==> config.mk <==
export PLATFORM = sky130hd
export DESIGN_NAME = jtag_vector_seq
export DESIGN_NICKNAME = d
export VERILOG_FILES = /design/src/rtl/jtag_vector_seq.sv
export SDC_FILE = /design/constraint.sdc
export NUM_CORES = 1
export LEC_CHECK = 0
export BUFFER_PORTS_ARGS = -buffer_cell sky130_fd_sc_hd__buf_2
export CORE_MARGIN = 8
export CORE_UTILIZATION = 58
export CTS_CLUSTER_SIZE = 14
export DETAILED_ROUTE_END_ITERATION = 16
export GPL_TIMING_DRIVEN = 0
export HOLD_SLACK_MARGIN = 0.05
export PLACE_DENSITY = 0.81
export REMOVE_ABC_BUFFERS = 1
export SYNTH_ARGS = -nofsm -noshare
export SYNTH_HDL_FRONTEND = slang
export SYNTH_SLANG_ARGS = --single-unit
==> constraint.sdc <==
create_clock -name clk -period 3.3 [get_ports clk]
set_input_delay 0.165 -clock clk [delete_from_list [all_inputs] [get_ports clk]]
set_output_delay 0.165 -clock clk [all_outputs]
set_load 0.005 [all_outputs]
==> src/rtl/jtag_vector_seq.sv <==
// jtag_vector_seq: plays a RAM-stored TMS/TDI/ADC vector list onto JTAG and captures TDO per vector
module jtag_vector_seq #(
    parameter int ADDR_W = 12
) (
    input  logic              clk,
    input  logic              reset,
    input  logic              start,
    input  logic              abort,
    input  logic [ADDR_W-1:0] vector_start,
    input  logic [ADDR_W-1:0] vector_end,
    input  logic [31:0]       vector_number_repeat,
    input  logic [31:0]       tck_width,
    output logic [ADDR_W-1:0] vector_1_addr,
    input  logic [7:0]        vector_1_rd_data,
    output logic [ADDR_W-1:0] vector_2_addr,
    output logic              vector_2_we,
    output logic [7:0]        vector_2_wr_data,
    input  logic              tdo,
    output logic              tck,
    output logic              tms,
    output logic              tdi,
    output logic              adc_start,
    output logic              busy,
    output logic              done
);
    typedef enum logic [2:0] {IDLE, FETCH, LOAD, LOW, HIGH, NEXT} state_t;
    state_t state_q, state_d;
    logic [ADDR_W-1:0] a1_q, a1_d, a2_q, a2_d, beg_q, beg_d, end_q, end_d;
    logic [31:0] rep_q, rep_d, h_q, h_d, cnt_q, cnt_d;
    logic tms_q, tms_d, tdi_q, tdi_d, adc_bit_q, adc_bit_d, tck_q, tck_d;
    logic we_q, we_d, adc_q, adc_d, done_q, done_d;
    logic [7:0] wd_q, wd_d;
    logic unused_bits;
    assign unused_bits = ^vector_1_rd_data[7:3];
    always_comb begin
        state_d = state_q;
        a1_d = a1_q;
        a2_d = a2_q;
        beg_d = beg_q;
        end_d = end_q;
        rep_d = rep_q;
        h_d = h_q;
        cnt_d = cnt_q;
        tms_d = tms_q;
        tdi_d = tdi_q;
        adc_bit_d = adc_bit_q;
        wd_d = wd_q;
        we_d = 1'b0;
        adc_d = 1'b0;
        done_d = 1'b0;
        unique case (state_q)
            IDLE: if (start) begin
                beg_d = vector_start;
                end_d = vector_end;
                a1_d = vector_start;
                a2_d = '0;
                rep_d = (vector_number_repeat == 32'd0) ? 32'd1 : vector_number_repeat;
                h_d = (tck_width == 32'd0) ? 32'd1 : tck_width;
                state_d = FETCH;
            end
            FETCH: state_d = LOAD;
            LOAD: begin
                tms_d = vector_1_rd_data[0];
                tdi_d = vector_1_rd_data[1];
                adc_bit_d = vector_1_rd_data[2];
                cnt_d = 32'd0;
                state_d = LOW;
            end
            LOW: if (cnt_q == h_q - 32'd1) begin
                cnt_d = 32'd0;
                we_d = 1'b1;
                wd_d = {5'b0, adc_bit_q, tdi_q, tdo};
                adc_d = adc_bit_q;
                state_d = HIGH;
            end else cnt_d = cnt_q + 32'd1;
            HIGH: if (cnt_q == h_q - 32'd1) state_d = NEXT;
                  else cnt_d = cnt_q + 32'd1;
            NEXT: begin
                a2_d = a2_q + 1'b1;
                if (a1_q != end_q) begin
                    a1_d = a1_q + 1'b1;
                    state_d = FETCH;
                end else if (rep_q > 32'd1) begin
                    rep_d = rep_q - 32'd1;
                    a1_d = beg_q;
                    state_d = FETCH;
                end else begin
                    done_d = 1'b1;
                    state_d = IDLE;
                end
            end
            default: state_d = IDLE;
        endcase
        if (abort && state_q != IDLE) begin
            state_d = IDLE;
            we_d = 1'b0;
            adc_d = 1'b0;
            done_d = 1'b0;
        end
        tck_d = (state_d == HIGH);
    end
    always_ff @(posedge clk) begin
        if (reset) begin
            state_q <= IDLE;
            a1_q <= '0;
            a2_q <= '0;
            beg_q <= '0;
            end_q <= '0;
            rep_q <= '0;
            h_q <= '0;
            cnt_q <= '0;
            tms_q <= 1'b0;
            tdi_q <= 1'b0;
            adc_bit_q <= 1'b0;
            tck_q <= 1'b0;
            we_q <= 1'b0;
            wd_q <= '0;
            adc_q <= 1'b0;
            done_q <= 1'b0;
        end else begin
            state_q <= state_d;
            a1_q <= a1_d;
            a2_q <= a2_d;
            beg_q <= beg_d;
            end_q <= end_d;
            rep_q <= rep_d;
            h_q <= h_d;
            cnt_q <= cnt_d;
            tms_q <= tms_d;
            tdi_q <= tdi_d;
            adc_bit_q <= adc_bit_d;
            tck_q <= tck_d;
            we_q <= we_d;
            wd_q <= wd_d;
            adc_q <= adc_d;
            done_q <= done_d;
        end
    end
    assign vector_1_addr = a1_q;
    assign vector_2_addr = a2_q;
    assign vector_2_we = we_q;
    assign vector_2_wr_data = wd_q;
    assign tck = tck_q;
    assign tms = tms_q;
    assign tdi = tdi_q;
    assign adc_start = adc_q;
    assign busy = (state_q != IDLE);
    assign done = done_q;
endmodule

==> results by group, run 1 <==
Pwr
  – Reported net switching power: between 0.0015 and 0.002 W
  – Fraction of power consumed by the clock network: 0.377
  – Combinational cell fraction of total power: 0.215
  – Fraction of power spent switching nets: 0.326
  – Portion of total power attributed to sequential cells: 0.408
  – Power per standard cell area: 435 nW/um2
  – Worst voltage drop across the vdd grid: roughly 0.00037 V
  – Leakage power summed over all cells: 4.43 nW
  – Internal power: 0.00354 W

Finish
  – Filler Cell Count: approximately 1,300
  – Commonest non-fill, non-tap cells in the layout: sky130_fd_sc_hd__nand2_1, sky130_fd_sc_hd__a21oi_1, sky130_fd_sc_hd__dfxtp_1, sky130_fd_sc_hd__buf_2, sky130_fd_sc_hd__nor2_1
  – Final cell utilization of the core: 0.729
  – Area occupied by multi-input gates: ~6300 um2
  – Area growth, synth to finish: 22.5%
  – Ratio of cells with drive above 1 in the final layout: 0.188
  – Cell Count, Final, Fillers Out: around 1,700
  – Number of nets in the layout: between 1,500 and 2,000
  – Register cell area after layout: 3170 um2
  – Most common cell after layout, fill and taps aside: sky130_fd_sc_hd__nand2_1
  – Post-route standard cell area excluding fillers: about 12,000 um2

Floorplanning
  – Die boundary height: ~150 um
  – Initial Utilization: 0.595
  – Std-Cell Core Area: 16,600 um2
  – Boundary Pins: 140
  – Number of standard-cell rows in the floorplan: 47
  – Die outline area: 21,400 um2
  – DIE WIDTH: 146 um

Worst hold path
  – Min-Delay Startpoint: vector_number_repeat[24]
  – Worst hold path type: primary input to flop
  – Hold EP: rep_q[24]
  – Number of cells on the worst hold path: 3

Route
  – Post-Route WL: 31.7 mm
  – Starting DRT DRC Count: 1,017
  – Total via count after detailed routing: roughly 11,000
  – Antenna-violating nets left: 0
  – DRC viols: 0
  – 1st-pass router iterations: 5
  – Via density per instance: around 6.4
  – Detailed-route wire length per cell: between 15 and 20 um

Placement
  – Placed inst area: 10,400 um2
  – IO Port Bufs: between 100 and 150
  – Detail Placement HPWL: approximately 19 mm
  – Inst Count DP: between 1,500 and 2,000
  – Placer Congestion: between 0.9 and 1

GRT
  – Congestion Overflow GR: 0
  – Initial antenna violation count: 0
  – Vias in the first global route: about 10,000
  – Global-route usage over all layers: 0.274
  – First-pass GRT wire length: 49.3 mm
  – Maximum number of pins on one net before global-route repair: 76

Clocking
  – Clock transition at path regs: 0.07 ns
  – Master cell of the clock root buffer: sky130_fd_sc_hd__clkbuf_16
  – Number of sinks driven by the clock tree: approximately 160
  – Number of buffers on the longest clock path: 2
  – H-Tree Level Count: 4
  – Clock Latency Late Sink: approximately 0.44 ns
  – CTS tree: built
  – Inserted Clock Buffers: 17

Synthesis
  – Number of cells produced by synthesis: 1,330
  – Main flop type after synthesis: sky130_fd_sc_hd__dfxtp_1
  – Sequential-to-total area share from yosys stat: 0.319
  – Average size of a mapped cell: about 7.4 um2
  – Synthesis warning total: 0
  – Post-synthesis register bit count: ~160
  – Number of enable flip-flop cells after synthesis: 0
  – Ys async rst share: 0
  – Synthesized cell area: about 10000 um2
  – Netlist cell types: between 80 and 90

Setup path
  – Start point of the critical path: h_q[4]
  – Length in cells of the worst reg-to-reg path: 12
  – Worst setup SP type: flop
  – CP max stage cell: sky130_fd_sc_hd__or4_4
  – Capture instance of the worst register-to-register path: vector_2_wr_data[0]
  – Path type of the worst setup path: flop to flop
  – Worst flop-to-flop path startpoint: h_q[4]
  – Ordered cell list for the critical path: nor4_4, buf_4, buf_4, a311oi_1, a41oi_2, or4_4, nor4_4, nand4_4, nor4_4, buf_4, mux2i_1, nor2_1
  – Category of the worst setup path capture point: flop
  – Worst EP arrival: approximately 3.6 ns
  – Required time at the worst-slack endpoint: ~3.6 ns
  – Max incr delay on CP: ~0.56 ns
  – Flop2flop setup slack: 0.02 ns
  – Worst Path Max Fanout: 6

STA
  – RSZ-0062 raised after global routing: true
  – Final count of hold timing violations: 0
  – Number of pins with negative max-slew slack in the final report: 0
  – Period minus WS final: between 3 and 4 ns
  – Maximum frequency from static timing analysis: between 0.3 and 0.4 GHz
  – Relative slew margins: 0.125
  – Finish-stage setup viols: 0
  – Fraction of the cycle the final worst path needs: 0.994
  – Fin Hold WS: around 0.070 ns
  – Slew at the pin with the worst max-slew slack: 1.31 ns
  – Worst-case clock skew: ~0.013 ns

Job
  – Number of maximum-capacitance violations: 0

Status
  – Run status: finished clean
-- power by group through the flow --
stage                     combinational (W)  clock, W  sequential (W)
after floorplan                    0.000633         0         0.00214
after global placement             0.000882         0         0.00217
after detailed placement           0.000911         0         0.00217
after CTS                           0.00102   0.00197         0.00214
after global routing                0.00122   0.00206         0.00216
final                               0.00113   0.00198         0.00215
-- what timing repair did --
action,4_1_cts,5_1_grt
resized for setup,16,43
setup endpoints to repair,64,80
hold endpoints to repair,63,0
pin swaps,7,19
setup buffers,18,12
gates cloned,1,1
hold buffers,60,0
-- cells in the mapped netlist (12+ instances only) --
cell type,number,area [um2]
sky130_fd_sc_hd__nand2_1,201,754
sky130_fd_sc_hd__dfxtp_1,157,3140
sky130_fd_sc_hd__a21oi_1,153,766
sky130_fd_sc_hd__nor2_1,121,454
sky130_fd_sc_hd__clkbuf_1,71,267
sky130_fd_sc_hd__nand3_1,55,275
sky130_fd_sc_hd__o21ai_0,51,255
sky130_fd_sc_hd__nor3_1,42,210
sky130_fd_sc_hd__xnor2_1,42,368
sky130_fd_sc_hd__nor4_1,41,257
sky130_fd_sc_hd__inv_1,30,113
sky130_fd_sc_hd__nand4_1,26,163
sky130_fd_sc_hd__a211oi_1,23,173
sky130_fd_sc_hd__and3_1,22,138
sky130_fd_sc_hd__o211ai_1,21,158
sky130_fd_sc_hd__a31oi_1,18,113
sky130_fd_sc_hd__xor2_1,14,123
sky130_fd_sc_hd__mux2i_1,12,120
sky130_fd_sc_hd__or4_1,12,90.1
-- worst max path at each step --
stage / end / slack, ns / cells past startpoint
floorplan: rep_q[17] / -0.95 / 7
global placement: rep_q[3] / -2.49 / 8
detailed placement: cnt_q[0] / -0.99 / 9
CTS: state_q[0] / 0.01 / 8
global route: vector_2_wr_data[0] / -0.03 / 10
finish: vector_2_wr_data[0] / 0.02 / 12
-- cell type report --
cell class                 instances  area share
timing repair buffer             225       0.133
multi-input combinational       1046       0.525
inverter                          30     0.00932
clock inverter                    12      0.0107
tap                              220      0.0228
sequential                       157       0.263
clock buffer                      20      0.0361
antenna                            1    0.000207
-- stage by stage --
stage          worst slack, ns  total power (W)  TNS, ns
4_1_cts                 0.0143          0.00512        0
5_1_grt                -0.0318          0.00544   -0.159
6_report                0.0213          0.00526        0
3_3_place_gp             -2.49          0.00305  -115.36
2_1_floorplan           -0.952          0.00277   -23.55
3_5_place_dp            -0.995          0.00309   -40.94
-- logic make-up (layout without fill, tap and decap cells) --
family / Yosys count / after routing / share of synthesized area
other cells: 1 / 6 / 0.000380
simple gates: 594 / 595 / 0.304
mux: 14 / 14 / 0.0145
compound gates: 369 / 370 / 0.239
flops: 157 / 157 / 0.319
fa+ha+maj: 6 / 6 / 0.00761
buf+inv: 133 / 287 / 0.0659
xor+xnor: 56 / 56 / 0.0497
-- flip-flops by register name (all words and copies together) (netlist names) --
register	cells
cnt_q	32
h_q	32
rep_q	32
beg_q	12
end_q	12
vector_1_addr	12
vector_2_addr	12
state_q	3
vector_2_wr_data	3
adc_bit_q	1
adc_start	1
done	1
tck	1
tdi	1
tms	1
vector_2_we	1
-- critical path: cells and delay by family (launching register included) --
family	cells	cell delay, ns
mux	1	0.19
buf+inv	3	0.53
flops	1	0.44
simple gates	6	1.59
compound gates	2	0.37
-- per-layer routing --
metal | global-route usage | vias up | wire (um) | share of wire
met5 | 0 | - | 0 | 0
met4 | 0.123 | 0 | 1070 | 0.034
met3 | 0.0470 | 93 | 2310 | 0.073
met2 | 0.475 | 566 | 15800 | 0.50
met1 | 0.327 | 5103 | 12600 | 0.40
li1 | - | 5135 | - | -
(Power assumes the default switching activity.)
==> run 2: changes to the inputs <==
REMOVE_ABC_BUFFERS = default   (was 1)
==> run 2 against run 1 <==
  * The flow now finishes with violations (negative setup slack)
  * Combinational power up 12%
  * Routed wire length up 17%
  * Setup slack worse by 0.023 ns
  * Global-route usage up 5.2 points
  * Critical path type unchanged
  * Sequential share of layout area down 1.2 points
  * Die area unchanged
  * Critical path depth up 2
==> results by group, run 2 (synthesis gave the netlist of run 1 again) <==
Status
  – Run status: finished, violations left
  – Failing checks: negative setup slack

Setup path
  – Worst flop-to-flop path startpoint: h_q[2]
  – Max incr delay on CP: 0.53 ns (-0.03 ns)
  – Category of the worst setup path capture point: flop
  – Worst EP arrival: 3.63 ns (+0.06 ns)
  – Worst setup SP type: flop
  – Worst Path Max Fanout: 6 (unchanged)
  – Start point of the critical path: h_q[2]
  – Critical Path Most Common Cell: sky130_fd_sc_hd__buf_12
  – Path type of the worst setup path: flop to flop
  – Ordered cell list for the critical path: nor4_4, buf_6, buf_12, buf_4, and4_4, a41oi_1, o311ai_1, a211oi_2, o2111ai_4, nor2_4, buf_8, buf_12, o311ai_0, a21oi_2
  – Required time at the worst-slack endpoint: 3.62 ns (+0.03 ns)
  – CP max stage cell: sky130_fd_sc_hd__o311ai_1

Route
  – 1st-pass router iterations: 8 (+3)
  – Via density per instance: 6.49 (+1.9%)
  – Starting DRT DRC Count: 1,293 (+27%)
  – Detailed-route wire length per cell: 20.6 um (+11%)
  – Total via count after detailed routing: 11,700 (+7.5%)
  – Antenna-violating nets left: 0 (unchanged)
  – DRC viols: 0 (unchanged)
  – Post-Route WL: 37.3 mm (+17%)

Clocking
  – H-Tree Level Count: 4 (unchanged)
  – Master cell of the clock root buffer: sky130_fd_sc_hd__clkbuf_16
  – CTS tree: built
  – Clock transition at path regs: 0.07 ns (about the same)
  – Inserted Clock Buffers: 17 (unchanged)
  – Number of sinks driven by the clock tree: 157 (unchanged)
  – Number of buffers on the longest clock path: 2 (unchanged)
  – Clock Latency Late Sink: 0.45 ns (about the same)

Finish
  – Commonest non-fill, non-tap cells in the layout: sky130_fd_sc_hd__nand2_1, sky130_fd_sc_hd__dfxtp_1, sky130_fd_sc_hd__a21oi_1, sky130_fd_sc_hd__buf_2, sky130_fd_sc_hd__nor2_1
  – Largest regs: cnt_q (32), h_q (32), rep_q (32)
  – Area growth, synth to finish: 27.8%
  – Filler Cell Count: 1,207 (-4.1%)
  – Cell Count, Final, Fillers Out: 1,805 (+5.5%)
  – Number of nets in the layout: 1,677 (+5.9%)
  – Most common cell after layout, fill and taps aside: sky130_fd_sc_hd__nand2_1
  – Ratio of cells with drive above 1 in the final layout: 0.192 (+0.00424)

Worst hold path
  – Worst hold path type: primary input to flop
  – Min-Delay Startpoint: vector_number_repeat[12]

Placement
  – Inst Count DP: 1,682 (+6.1%)
  – Placer Congestion: 1.00 (+8.1%)
  – Detail Placement HPWL: 24.2 mm (+25%)
  – IO Port Bufs: 128 (-0.78%)

Floorplanning
  – Boundary Pins: 140 (unchanged)
  – Initial Utilization: 0.595 (unchanged)
  – Die boundary height: 146 um (unchanged)
  – Std-Cell Core Area: 16,600 um2 (unchanged)
  – Die outline area: 21,400 um2 (unchanged)
  – DIE WIDTH: 146 um (unchanged)
  – Number of standard-cell rows in the floorplan: 47 (unchanged)

GRT
  – Maximum number of pins on one net before global-route repair: 17 (-78%)
  – Global-route usage over all layers: 0.326 (+0.0518)
  – Initial antenna violation count: 2 (+2)
  – First-pass GRT wire length: 57.0 mm (+16%)
  – Vias in the first global route: 11,100 (+10%)
  – Congestion Overflow GR: 0 (unchanged)

STA
  – RSZ-0062 raised after global routing: true
  – Worst-case clock skew: 0.0149 ns (+0.00200 ns)
  – Final total negative setup slack: -0.00215 ns (-0.00215 ns)
  – Fin Hold WS: 0.0671 ns (-0.00269 ns)
  – Final count of hold timing violations: 0 (unchanged)
  – Slew at the pin with the worst max-slew slack: 1.10 ns (-0.213 ns)
  – Setup WS post-layout: -0.00213 ns (-0.0234 ns)
  – Relative slew margins: 0.262 (+0.136)
  – Maximum frequency from static timing analysis: 0.303 GHz (-0.71%)
  – Fraction of the cycle the final worst path needs: 1.00 (+0.00711)
  – Finish-stage setup viols: 2 (+2)
  – Number of pins with negative max-slew slack in the final report: 0 (unchanged)
  – Period minus WS final: 3.30 ns (+0.0234 ns)

Pwr
  – Worst voltage drop across the vdd grid: 0.000464 V (+26%)
  – Power per standard cell area: 430 nW/um2 (-1.3%)
  – Leakage power summed over all cells: 4.67 nW (+5.5%)
  – Post-layout total power: 0.00542 W (+3.1%)

Job
  – Number of maximum-capacitance violations: 0 (unchanged)
-- run 2: changes by cell type in the layout (fill, tap and decap cells not counted), moves of 4 or more --
cell	change
sky130_fd_sc_hd__buf_1	+5
sky130_fd_sc_hd__a21oi_1	-7
sky130_fd_sc_hd__a21oi_2	+6
sky130_fd_sc_hd__clkbuf_8	+7
sky130_fd_sc_hd__dfxtp_1	+4
sky130_fd_sc_hd__buf_2	+4
sky130_fd_sc_hd__dfxtp_4	-5
sky130_fd_sc_hd__buf_6	+5
sky130_fd_sc_hd__buf_4	+7
sky130_fd_sc_hd__buf_8	+5
sky130_fd_sc_hd__clkbuf_1	+58
-- run 2: final timing paths --
kind	endpoint	slack, ns	depth (start not counted)
max	cnt_q[16]	-0.002	14
min	rep_q[12]	0.07	3
max reg2reg	cnt_q[16]	-0.002	14
min reg2reg	beg_q[0]	0.46	2
-- run 2: area by class of cell --
cell class,instances,area [um2],share of cell area
multi-input cells,1044,6340,0.503
inverters,30,113,0.00893
plain buffers,93,523,0.0415
clock inverters,13,144,0.0114
clock buffers,18,439,0.0348
diodes,3,7.51,0.000595
repair buffers,227,1610,0.127
flip-flops and latches,157,3160,0.250
well taps,220,275,0.0218
-- run 2: power breakdown --
part,switching [W],internal (W)
Sequential,0.000132,0.00199
Combinational,0.000730,0.000533
Clock,0.000942,0.00109
-- run 2: critical path: cells and delay by family (launching register included) --
kind / cells / cell delay, ns
AOI/OAI and AO/OA: 6 / 1.49
buffers and inverters: 5 / 0.69
DFF: 1 / 0.37
and+or+nand+nor: 3 / 0.62
-- run 2: routing by layer --
| layer | vias to the layer above | GRT usage | wire (um) |
|---|---|---|---|
| li1 | 5315 | - | - |
| met1 | 5403 | 0.374 | 13800 |
| met2 | 806 | 0.530 | 17300 |
| met3 | 193 | 0.0884 | 3800 |
| met4 | 0 | 0.208 | 2320 |
| met5 | - | 0 | 0 |
-- run 2: metrics by stage --
stage          setup WS (ns)  utilization  instance area, um2
3_3_place_gp          -0.395        0.651               10800
3_5_place_dp          -0.463        0.651               10800
6_report            -0.00213        0.760               12600
2_1_floorplan          0.260            -                9880
5_1_grt               -0.140        0.760               12600
4_1_cts              0.00109        0.733               12200
-- run 2: what timing repair did --
action / 4_1_cts / 5_1_grt
endpoints found under the hold margin: 64 / 0
cloned: 0 / 3
buffers inserted: 12 / 23
hold buffers: 61 / 0
pin swaps: 9 / 23
setup endpoints to repair: 66 / 79
gates resized for setup: 15 / 61
==> run 3: changes to the inputs <==
CELL_PAD_IN_SITES_DETAIL_PLACEMENT = 1   (was default)
CELL_PAD_IN_SITES_GLOBAL_PLACEMENT = 1   (was default)
CORE_UTILIZATION = 42   (was 58)
PLACE_DENSITY = default   (was 0.81)
PLACE_DENSITY_LB_ADDON = 0.1   (was default)
==> run 3 against run 2 <==
  * The run now ends clean
  * Register-to-register slack gained 0.096 ns
  * Combinational power is essentially flat
  * Sequential power hardly changed
  * Fmax rose by 3.0%
  * Largest cell class unchanged
==> results by group, run 3 (synthesis gave the netlist of run 1 again) <==
Finish
  – Filler Cell Count: 2,961 (+150%)
  – Commonest non-fill, non-tap cells in the layout: sky130_fd_sc_hd__nand2_1, sky130_fd_sc_hd__dfxtp_1, sky130_fd_sc_hd__a21oi_1, sky130_fd_sc_hd__buf_2, sky130_fd_sc_hd__nor2_1
  – Cell Count, Final, Fillers Out: 1,897 (+5.1%)
  – Ratio of cells with drive above 1 in the final layout: 0.191 (-0.00129)
  – Number of nets in the layout: 1,671 (-0.36%)
  – Area growth, synth to finish: 28.6%
  – Most common cell after layout, fill and taps aside: sky130_fd_sc_hd__nand2_1
  – Post-route standard cell area excluding fillers: 12,700 um2 (+0.63%)
  – Largest regs: cnt_q (32), h_q (32), rep_q (32)

STA
  – Setup WS post-layout: 0.0934 ns (+0.0955 ns)
  – Number of pins with negative max-slew slack in the final report: 0 (unchanged)
  – Slew at the pin with the worst max-slew slack: 1.16 ns (+0.0628 ns)
  – Fraction of the cycle the final worst path needs: 0.972 (-0.0289)
  – Relative slew margins: 0.220 (-0.0422)
  – Fin Hold WS: 0.0867 ns (+0.0196 ns)
  – Final count of hold timing violations: 0 (unchanged)
  – Finish-stage setup viols: 0 (-2)
  – Period minus WS final: 3.21 ns (-0.0955 ns)
  – Worst-case clock skew: 0.0248 ns (+0.00988 ns)
  – RSZ-0062 raised after global routing: true
  – Maximum frequency from static timing analysis: 0.312 GHz (+3.0%)

Status
  – Run status: finished clean

GRT
  – Maximum number of pins on one net before global-route repair: 17 (unchanged)
  – Global routing met2 resource utilization: 0.503 (-0.0273)
  – Congestion Overflow GR: 0 (unchanged)
  – Met1 global-route usage: 0.307 (-0.0671)
  – Fraction of met3 tracks used by global routing: 0.0554 (-0.0330)
  – Gr busiest metal: met2
  – First-pass GRT wire length: 63.2 mm (+11%)
  – Initial antenna violation count: 1 (-1)
  – Vias in the first global route: 11,800 (+6.5%)
  – Global-route usage over all layers: 0.277 (-0.0487)

Floorplanning
  – Die boundary height: 169 um (+16%)
  – Die outline area: 28,700 um2 (+34%)
  – Number of standard-cell rows in the floorplan: 56 (+19%)
  – Std-Cell Core Area: 23,300 um2 (+40%)
  – DIE WIDTH: 169 um (+16%)
  – Boundary Pins: 140 (unchanged)
  – Initial Utilization: 0.424 (-0.171)

Placement
  – Worst slack after detailed placement: -0.482 ns (-0.0191 ns)
  – Detail Placement HPWL: 28.2 mm (+17%)
  – Inst Count DP: 1,781 (+5.9%)
  – Placer Congestion: 0.926 (-7.5%)
  – IO Port Bufs: 128 (unchanged)
  – Placed inst area: 10,900 um2 (+1.1%)

Setup path
  – Worst Path Max Fanout: 10 (+4)
  – Path type of the worst setup path: flop to flop
  – Category of the worst setup path capture point: flop
  – Worst setup SP type: flop
  – Worst EP arrival: 3.54 ns (-0.09 ns)
  – Required time at the worst-slack endpoint: 3.63 ns (about the same)

Route
  – Via density per instance: 5.97 (-8.0%)
  – 1st-pass router iterations: 5 (-3)
  – Antenna-violating nets left: 0 (unchanged)
  – DRC viols: 0 (unchanged)
  – Starting DRT DRC Count: 772 (-40%)
  – Total via count after detailed routing: 11,300 (-3.3%)
  – Detailed-route wire length per cell: 21.7 um (+5.3%)
  – Post-Route WL: 41.3 mm (+11%)

Clocking
  – H-Tree Level Count: 4 (unchanged)
  – Inserted Clock Buffers: 17 (unchanged)
  – Clock Latency Late Sink: 0.45 ns (about the same)
  – Master cell of the clock root buffer: sky130_fd_sc_hd__clkbuf_16
  – CTS tree: built
  – Number of sinks driven by the clock tree: 157 (unchanged)
  – Number of buffers on the longest clock path: 2 (unchanged)
  – Clock transition at path regs: 0.09 ns (+0.02 ns)

Pwr
  – Post-layout total power: 0.00559 W (+3.1%)
  – Leakage power summed over all cells: 4.66 nW (-0.22%)
  – Power per standard cell area: 440 nW/um2 (+2.5%)
  – Worst voltage drop across the vdd grid: 0.000325 V (-30%)

Job
  – Number of maximum-capacitance violations: 0 (unchanged)

Worst hold path
  – Worst hold path type: primary input to flop
run 3: changes by cell type in the layout (fill, tap and decap cells not counted), moves of 3 or more:
cell | previous run | this run
sky130_fd_sc_hd__buf_6 | 7 | 10
sky130_fd_sc_hd__o21ai_0 | 51 | 48
sky130_fd_sc_hd__inv_6 | 4 | 7
sky130_fd_sc_hd__a21oi_2 | 8 | 5
sky130_fd_sc_hd__o21ai_1 | 2 | 5
sky130_fd_sc_hd__a21oi_1 | 144 | 147
sky130_fd_sc_hd__buf_4 | 36 | 31
run 3: final timing paths:
kind              depth (start not counted)  slack, ns   endpoint                     start
setup / recovery                         11       0.09   cnt_q[5]                   h_q[22]
hold reg to reg                           2       0.46   beg_q[8]                  beg_q[8]
hold / removal                            3       0.09  rep_q[26]  vector_number_repeat[26]
setup reg to reg                         11       0.09   cnt_q[5]                   h_q[22]
run 3: power breakdown:
group          total (W)  internal [W]  switching [W]
sequential       0.00213       0.00199       0.000136
combinational    0.00126      0.000524       0.000741
clock            0.00219       0.00123       0.000965
total            0.00559       0.00375        0.00184
run 3: area by class of cell:
type                       instances  area (um2)  area share
multi-input combinational       1044        6350       0.501
sequential                       157        3160       0.249
timing repair buffer             220        1520       0.120
buffer                            94         523      0.0412
clock buffer                      18         429      0.0338
tap                              319         399      0.0315
clock inverter                    14         194      0.0153
inverter                          30         113     0.00887
antenna                            1        2.50    0.000197
run 3: worst max-delay path, cell delays in order (launching register included):
cell and delay (ns):
sky130_fd_sc_hd__dfxtp_1 0.32, sky130_fd_sc_hd__buf_6 0.13, sky130_fd_sc_hd__or4_4 0.57, sky130_fd_sc_hd__or3_4 0.38, sky130_fd_sc_hd__nor4_4 0.21, sky130_fd_sc_hd__o32ai_2 0.14, sky130_fd_sc_hd__nor4b_4 0.30, sky130_fd_sc_hd__nand4_4 0.24
sky130_fd_sc_hd__o21ai_4 0.27, sky130_fd_sc_hd__buf_6 0.19, sky130_fd_sc_hd__nor4_1 0.06, sky130_fd_sc_hd__o31a_1 0.25
run 3: metrics by stage:
stage               TNS, ns   util
floorplan                 0      -
CTS                       0  0.532
global route          -1.21  0.546
detailed placement   -22.86  0.470
finish                    0  0.546
global placement     -20.60  0.470
run 3: what timing repair did:
item / CTS / global route
setup buffers: 16 / 15
resized for setup: 25 / 53
endpoints found under the setup margin: 83 / 68
cloned: 0 / 1
endpoints found under the hold margin: 64 / 0
pin swaps: 13 / 16
hold buffers: 60 / 0
run 3: routing by layer:
metal,vias to the layer above,part of all wire
met5,-,0
met4,0,0.040
met3,99,0.053
met2,370,0.51
met1,5564,0.39
li1,5294,-
